$ cat config.mk
export PLATFORM = sky130hd
export DESIGN_NAME = fp_mult_round_norm_flat
export DESIGN_NICKNAME = d
export VERILOG_FILES = /design/src/rtl/fp_mult_round_norm_if.sv /design/src/rtl/fp_mult_round_norm.sv /design/src/flat_wrapper.sv
export SDC_FILE = /design/constraint.sdc
export NUM_CORES = 1
export LEC_CHECK = 0
export ABC_AREA = 1
export CAP_MARGIN = 15
export CORE_MARGIN = 5
export CORE_UTILIZATION = 45
export CTS_CLUSTER_DIAMETER = 120
export DETAILED_ROUTE_END_ITERATION = 7
export PLACE_DENSITY = 0.77
export SLEW_MARGIN = 25
export SYNTH_ARGS = -nofsm -noshare
export SYNTH_HDL_FRONTEND = slang
export SYNTH_SLANG_ARGS = --single-unit
$ cat constraint.sdc
create_clock -name clk -period 4.7 [get_ports clk]
set_input_delay 0.705 -clock clk [delete_from_list [all_inputs] [get_ports clk]]
set_output_delay 0.705 -clock clk [all_outputs]
set_load 0.1 [all_outputs]
$ cat src/rtl/fp_mult_round_norm_if.sv
// Beat/result bus for the binary32 multiplier round/normalize stage.
// The master side drives the product beat and out_ready; the slave side is the stage itself.
interface fp_mult_round_norm_if #(
  parameter int EXP_W = 10
);
  logic                    in_valid;
  logic                    in_ready;
  logic                    in_sign;
  logic signed [EXP_W-1:0] in_exp;
  logic [47:0]             in_mant;
  logic [1:0]              in_cls;
  logic                    out_valid;
  logic                    out_ready;
  logic [31:0]             out_result;
  logic [3:0]              out_flags;

  modport master (
    output in_valid, in_sign, in_exp, in_mant, in_cls, out_ready,
    input  in_ready, out_valid, out_result, out_flags
  );

  modport slave (
    input  in_valid, in_sign, in_exp, in_mant, in_cls, out_ready,
    output in_ready, out_valid, out_result, out_flags
  );
endinterface

$ cat src/rtl/fp_mult_round_norm.sv
// Normalize, round (nearest-even or truncate) and encode a raw 48-bit significand product to binary32.
// Two registered stages, 2-cycle latency; a full pipe with out_ready low drops in_ready the same cycle.
module fp_mult_round_norm #(
  parameter int EXP_W    = 10,
  parameter bit ROUND_EN = 1'b1
) (
  input logic                 clk,
  input logic                 rst,
  fp_mult_round_norm_if.slave bus
);
  localparam logic [1:0] CLS_NORM = 2'b00;
  localparam logic [1:0] CLS_ZERO = 2'b01;
  localparam logic [1:0] CLS_INF  = 2'b10;
  localparam logic signed [EXP_W:0] EXP_TOP  = 255;
  localparam logic signed [EXP_W:0] EXP_ZERO = 0;

  logic                    s1_valid_q;
  logic                    s1_sign_q;
  logic [1:0]              s1_cls_q;
  logic signed [EXP_W-1:0] s1_exp_q;
  logic [22:0]             s1_frac_q;
  logic                    s1_g_q;
  logic                    s1_s_q;

  logic                    s2_valid_q;
  logic [31:0]             out_result_q;
  logic [3:0]              out_flags_q;

  logic                    s2_adv;
  logic                    in_fire;

  logic signed [EXP_W-1:0] s1_exp_d;
  logic [22:0]             s1_frac_d;
  logic                    s1_g_d;
  logic                    s1_s_d;

  logic                    round_up;
  logic [23:0]             frac_rnd;
  logic signed [EXP_W:0]   exp_rnd;
  logic [31:0]             out_result_d;
  logic [3:0]              out_flags_d;

  assign s2_adv       = ~s2_valid_q | bus.out_ready;
  assign bus.in_ready = ~s1_valid_q | s2_adv;
  assign in_fire      = bus.in_valid & bus.in_ready;

  assign bus.out_valid  = s2_valid_q;
  assign bus.out_result = out_result_q;
  assign bus.out_flags  = out_flags_q;

  // A leading one at bit 47 means the product is in [2,4): shift right one and bump the exponent.
  always_comb begin
    s1_exp_d  = bus.in_exp;
    s1_frac_d = bus.in_mant[45:23];
    s1_g_d    = bus.in_mant[22];
    s1_s_d    = |bus.in_mant[21:0];
    if (bus.in_mant[47]) begin
      s1_exp_d  = bus.in_exp + $signed({{(EXP_W-1){1'b0}}, 1'b1});
      s1_frac_d = bus.in_mant[46:24];
      s1_g_d    = bus.in_mant[23];
      s1_s_d    = |bus.in_mant[22:0];
    end
  end

  // Carry out of the rounded fraction lands in bit 23 and is folded into the exponent.
  assign round_up = ROUND_EN & s1_g_q & (s1_s_q | s1_frac_q[0]);
  assign frac_rnd = {1'b0, s1_frac_q} + {23'd0, round_up};
  assign exp_rnd  = {s1_exp_q[EXP_W-1], s1_exp_q} + $signed({{EXP_W{1'b0}}, frac_rnd[23]});

  always_comb begin
    out_result_d = {s1_sign_q, 31'h0};
    out_flags_d  = 4'b0000;
    case (s1_cls_q)
      CLS_NORM: begin
        if (exp_rnd >= EXP_TOP) begin
          out_result_d = {s1_sign_q, 8'hFF, 23'h0};
          out_flags_d  = 4'b0101;
        end else if (exp_rnd <= EXP_ZERO) begin
          out_result_d = {s1_sign_q, 31'h0};
          out_flags_d  = 4'b0011;
        end else begin
          out_result_d = {s1_sign_q, exp_rnd[7:0], frac_rnd[22:0]};
          out_flags_d  = {3'b000, s1_g_q | s1_s_q};
        end
      end
      CLS_ZERO: out_result_d = {s1_sign_q, 31'h0};
      CLS_INF:  out_result_d = {s1_sign_q, 8'hFF, 23'h0};
      default: begin
        out_result_d = 32'h7FC00000;
        out_flags_d  = 4'b1000;
      end
    endcase
  end

  always_ff @(posedge clk or posedge rst) begin
    if (rst) begin
      s1_valid_q   <= 1'b0;
      s1_sign_q    <= 1'b0;
      s1_cls_q     <= 2'b00;
      s1_exp_q     <= '0;
      s1_frac_q    <= '0;
      s1_g_q       <= 1'b0;
      s1_s_q       <= 1'b0;
      s2_valid_q   <= 1'b0;
      out_result_q <= '0;
      out_flags_q  <= '0;
    end else begin
      if (bus.in_ready) s1_valid_q <= bus.in_valid;
      if (in_fire) begin
        s1_sign_q <= bus.in_sign;
        s1_cls_q  <= bus.in_cls;
        s1_exp_q  <= s1_exp_d;
        s1_frac_q <= s1_frac_d;
        s1_g_q    <= s1_g_d;
        s1_s_q    <= s1_s_d;
      end
      if (s2_adv) s2_valid_q <= s1_valid_q;
      // Output registers only change on a real hand-off so they hold while stalled.
      if (s2_adv && s1_valid_q) begin
        out_result_q <= out_result_d;
        out_flags_q  <= out_flags_d;
      end
    end
  end
endmodule
$ cat src/flat_wrapper.sv
// flat-port wrapper written by rule: the top's interface ports become plain ports
module fp_mult_round_norm_flat 
#(
  parameter int EXP_W    = 10,
  parameter bit ROUND_EN = 1'b1
)
  (clk, rst, bus_in_valid, bus_in_sign, bus_in_exp, bus_in_mant, bus_in_cls, bus_out_ready, bus_in_ready, bus_out_valid, bus_out_result, bus_out_flags);
  fp_mult_round_norm_if #(.EXP_W(EXP_W)) bus_i ();
  input logic clk;
  input logic rst;
  input wire logic [$bits(bus_i.in_valid)-1:0] bus_in_valid;
  input wire logic [$bits(bus_i.in_sign)-1:0] bus_in_sign;
  input wire logic [$bits(bus_i.in_exp)-1:0] bus_in_exp;
  input wire logic [$bits(bus_i.in_mant)-1:0] bus_in_mant;
  input wire logic [$bits(bus_i.in_cls)-1:0] bus_in_cls;
  input wire logic [$bits(bus_i.out_ready)-1:0] bus_out_ready;
  output wire logic [$bits(bus_i.in_ready)-1:0] bus_in_ready;
  output wire logic [$bits(bus_i.out_valid)-1:0] bus_out_valid;
  output wire logic [$bits(bus_i.out_result)-1:0] bus_out_result;
  output wire logic [$bits(bus_i.out_flags)-1:0] bus_out_flags;
  assign bus_i.in_valid = bus_in_valid;
  assign bus_i.in_sign = bus_in_sign;
  assign bus_i.in_exp = bus_in_exp;
  assign bus_i.in_mant = bus_in_mant;
  assign bus_i.in_cls = bus_in_cls;
  assign bus_i.out_ready = bus_out_ready;
  assign bus_in_ready = bus_i.in_ready;
  assign bus_out_valid = bus_i.out_valid;
  assign bus_out_result = bus_i.out_result;
  assign bus_out_flags = bus_i.out_flags;
  fp_mult_round_norm #(.EXP_W(EXP_W), .ROUND_EN(ROUND_EN)) u_core (.clk(clk), .rst(rst), .bus(bus_i));
endmodule
==> results of run 1 <==
==> final cells by class <==
cell class	instances	area [um^2]	share of cell area [%]
clock buffers	11	141	2.39
clock inverters	5	82.6	1.39
inverters	86	324	5.47
multi-input cells	443	2240	37.9
flip-flops and latches	76	1900	32.1
well taps	133	166	2.81
repair buffers	108	1070	18.0
==> power breakdown <==
group | switching (mW) | internal, mW
sequential | 0.0990 | 0.775
clock | 0.246 | 0.316
combinational | 0.844 | 0.298
==> worst paths after layout <==
| kind | startpoint | to | slack [ns] | cells after the start |
|---|---|---|---|---|
| min reg2reg | u_core.bus.out_result[12] | u_core.bus.out_result[12] | 0.49 | 2 |
| min | u_core.bus.out_result[12] | u_core.bus.out_result[12] | 0.49 | 2 |
| min in group asynchronous | rst | u_core.bus.out_flags[3] | 0.79 | 2 |
| max | u_core.s1_frac_q[0] | u_core.bus.out_result[13] | 0.69 | 23 |
| max reg2reg | u_core.s1_frac_q[0] | u_core.bus.out_result[13] | 0.69 | 23 |
| max in group asynchronous | rst | u_core.s1_frac_q[8] | 3.04 | 3 |
==> per-layer routing <==
metal / part of all wire [%] / global-route usage, % / routed length (um) / up-vias
met1: 44 / 26.1 / 5360 / 1987
met3: 4.5 / 4.42 / 541 / 23
met5: 0 / 0 / 0 / -
met2: 48 / 33.8 / 5830 / 104
li1: - / - / - / 2196
met4: 2.8 / 8.21 / 337 / 0
==> logic make-up (layout without fill, tap and decap cells) <==
kind of cell | count (synthesis) | after routing | share of synthesized area (%)
compound gates | 97 | 97 | 12.2
xor+xnor | 15 | 15 | 2.88
fa+ha+maj | 9 | 9 | 2.47
buf+inv | 105 | 210 | 9.08
flops | 76 | 76 | 41.7
simple gates | 322 | 322 | 31.7
==> state kept, by name (all words and copies together) (netlist names) <==
register	count
u_core.bus.out_flags	4
u_core.bus.out_result	32
u_core.bus.out_valid	1
u_core.s1_cls_q	2
u_core.s1_exp_q	10
u_core.s1_frac_q	23
u_core.s1_g_q	1
u_core.s1_s_q	1
u_core.s1_sign_q	1
u_core.s1_valid_q	1
==> cell usage in the layout (no fill, tap or decap), types with 3 or more instances in the layout <==
| cell | netlist | routed |
|---|---|---|
| a21oi_1 | 16 | 16 |
| a31oi_1 | 4 | 4 |
| buf_4 | 1 | 6 |
| clkbuf_8 | 0 | 10 |
| clkdlybuf4s50_1 | 0 | 102 |
| dfrtp_1 | 76 | 76 |
| ha_1 | 9 | 9 |
| inv_1 | 85 | 84 |
| nand2_1 | 171 | 171 |
| nand2_2 | 22 | 22 |
| nand3_1 | 37 | 37 |
| nand3_2 | 3 | 3 |
| nand3b_1 | 3 | 3 |
| nand4_1 | 7 | 7 |
| nor2_1 | 59 | 59 |
| nor2_4 | 4 | 4 |
| nor3_1 | 5 | 5 |
| nor4_1 | 5 | 5 |
| o211ai_1 | 18 | 18 |
| o21ai_0 | 49 | 49 |
| o22ai_1 | 4 | 4 |
| o31ai_1 | 3 | 3 |
| or2_2 | 3 | 3 |
| xor2_1 | 14 | 14 |
==> through the flow <==
step	cell area [um^2]	instances	setup slack (ns)
global route	5930	862	0.238
finish	5930	862	0.690
CTS	5920	862	0.718
global placement	5700	846	0.946
floorplan	4560	624	1.36
detailed placement	5700	846	0.730
==> cells in the mapped netlist (all sizes together) (4+ instances only) <==
| cell | n |
|---|---|
| o22ai | 4 |
| nor4 | 5 |
| nor3 | 5 |
| nand4 | 7 |
| o211ai | 18 |
| o21ai | 50 |
| dfrtp | 76 |
| xor2 | 14 |
| nand3 | 40 |
| clkbuf | 13 |
| buf | 6 |
| a31oi | 4 |
| nor2 | 64 |
| ha | 9 |
| inv | 85 |
| a21oi | 16 |
| nand2 | 195 |
==> worst max-delay path: cells and delay by family, from the launching register on <==
family	cells	cell delay [ns]
and+or+nand+nor	16	2.31
adders and majority gates	3	0.68
AOI/OAI and AO/OA	2	0.45
DFF	1	0.36
buffers and inverters	2	0.14
==> metrics.md, run 1 <==
| Metric | Value |
|---|---|
| Number of synthesized register bits | 76 |
| Post-synth cell types | 32 |
| Peak supply drop | 0.295 mV |
| Die span in y | 111 um |
| Setup bufs post-CTS | 0 |
| Crit path largest cell delay | 0.36 ns |
| Initial DRC Count | around 200 |
| Max_cap viols | 0 |
| Layout cells sized above 1 | 7.82% |
| Final clock skew | 0.0150 ns |
| Syn nets | 698 |
| IO Port Bufs | 102 |
| Pwr Density | 435 nW/um^2 |
| First-pass GRT wire length | about 21000 um |
| Async S/R FF share, synth | 100% |
| Post-synthesis cell count | 624 |
| Diodes inserted | 0 |
| Static Leakage | about 2.8 nW |
| Top cell type's share of synthesized area | 41.7% |
| # hold bufs at CTS | 0 |
| Max Root-Sink Buffers | 2 |
| Setup Crit Path Kind | flop to flop |
| Syn avg cell area | 7.31 um^2 |
| Full die area | 12200 um^2 |
| Remaining global-route overflow | 0 |
| Total chip power | 2.58 mW |
| Vias/cell | 5.00 |
| Main synth FF type | dfrtp_1 |
| Top cell type by total area after synthesis | dfrtp_1 |
| Io pins | between 100 and 150 |
| Final setup TNS | 0 ns |
| Post-route ant nets | 0 |
| Fin util | 60.3% |
| Clock transition at path regs | 0.09 ns |
| Fillcell total | 937 |
| Crit path max fanout | 15 |
| Worst hold slack | roughly 0.5 ns |
| Gpl congestion | 0.859 |
| Clock latency on the worst-skew pair | 0.36 ns |
| Total routed wirelength | 12100 um |
| # rows | 36 |
| Status | finished, final reports clean |
| Post-Syn Area | 4560 um^2 |
| EDFF count, synth | 0 |
| Starting Density | 46.4% |
| Relative slew margins | 33.9% |
| Die width | 111 um |
| Worst-Margin Slew | around 1 ns |
| Worst EP arrival | 4.31 ns |
| Total iterations of the first detailed-routing run | 4 |
| Core box area | 9820 um^2 |
| Final critical-path required period | ~4 ns |
| DRC | 0 |
| Dominant cells by area after synthesis | dfrtp_1 (42%), nand2_1 (14%), inv_1 (7.0%), o21ai_0 (5.4%), nor2_1 (4.9%) |
| Critical Path, Cell by Cell | inv_1 -> a21oi_1 -> ha_1 -> nand3_1 -> nor2_1 -> nand2_1 -> nor2_1 -> nand4_1 -> nor2_1 -> nand3_1 -> nor3_1 -> ha_1 -> ha_1 -> nand3_2 -> nor2_4 -> nand3_2 -> nand2_2 -> inv_1 -> o21ai_1 -> nand2_4 -> nor2_8 -> nand2_1 -> nand2_1 |
| Total GRT Usage | 20.4% |
| Post-DP HPWL | 9600 um |
| Type of origin of the critical path | flop |
| Post_cts resized | 0 |
| Final-report setup violation count | 0 |
| RSZ-0062 raised after global routing | no |
| Root Buffer | clkbuf_8 |
| Vias | 4310 |
| Final-stage net count | between 700 and 800 |
| Max Freq | 0.249 GHz |
| Synthesis-to-finish area growth | 30.0% |
| H-tree Lvls | 3 |
| Initial antenna violation count | 0 |
| Clock Sinks | 76 |
| CTS tree | built |
| Number of global-route vias before repair | about 4200 |
| Final Hold Vio Count | 0 |
| Critical path's slowest cell | dfrtp_1 |
| CP endpoint kind | flop |
| Hold crit path type | flop to flop |
| Largest net degree at the start of global routing | 46 |
| Final period util | 85.3% |
| Final Max Slew Viols | 0 |
| CP required | 5.00 ns |
| Cts bufs inserted | 9 |
| Sequential fraction of the synthesis area | between 40% and 50% |
| Avg WL per Cell | 14.0 um |
| Synth warnings | 0 |
No activity file was read; power rests on OpenSTA's default activity.
==> run 2, diff against run 1 <==
- ABC_CLOCK_PERIOD_IN_PS: not set -> 4700
- SKIP_LAST_GASP: not set -> 1
==> results of run 2 <==
Same layout as run 1: the final DEF is identical, and so are final timing and power.
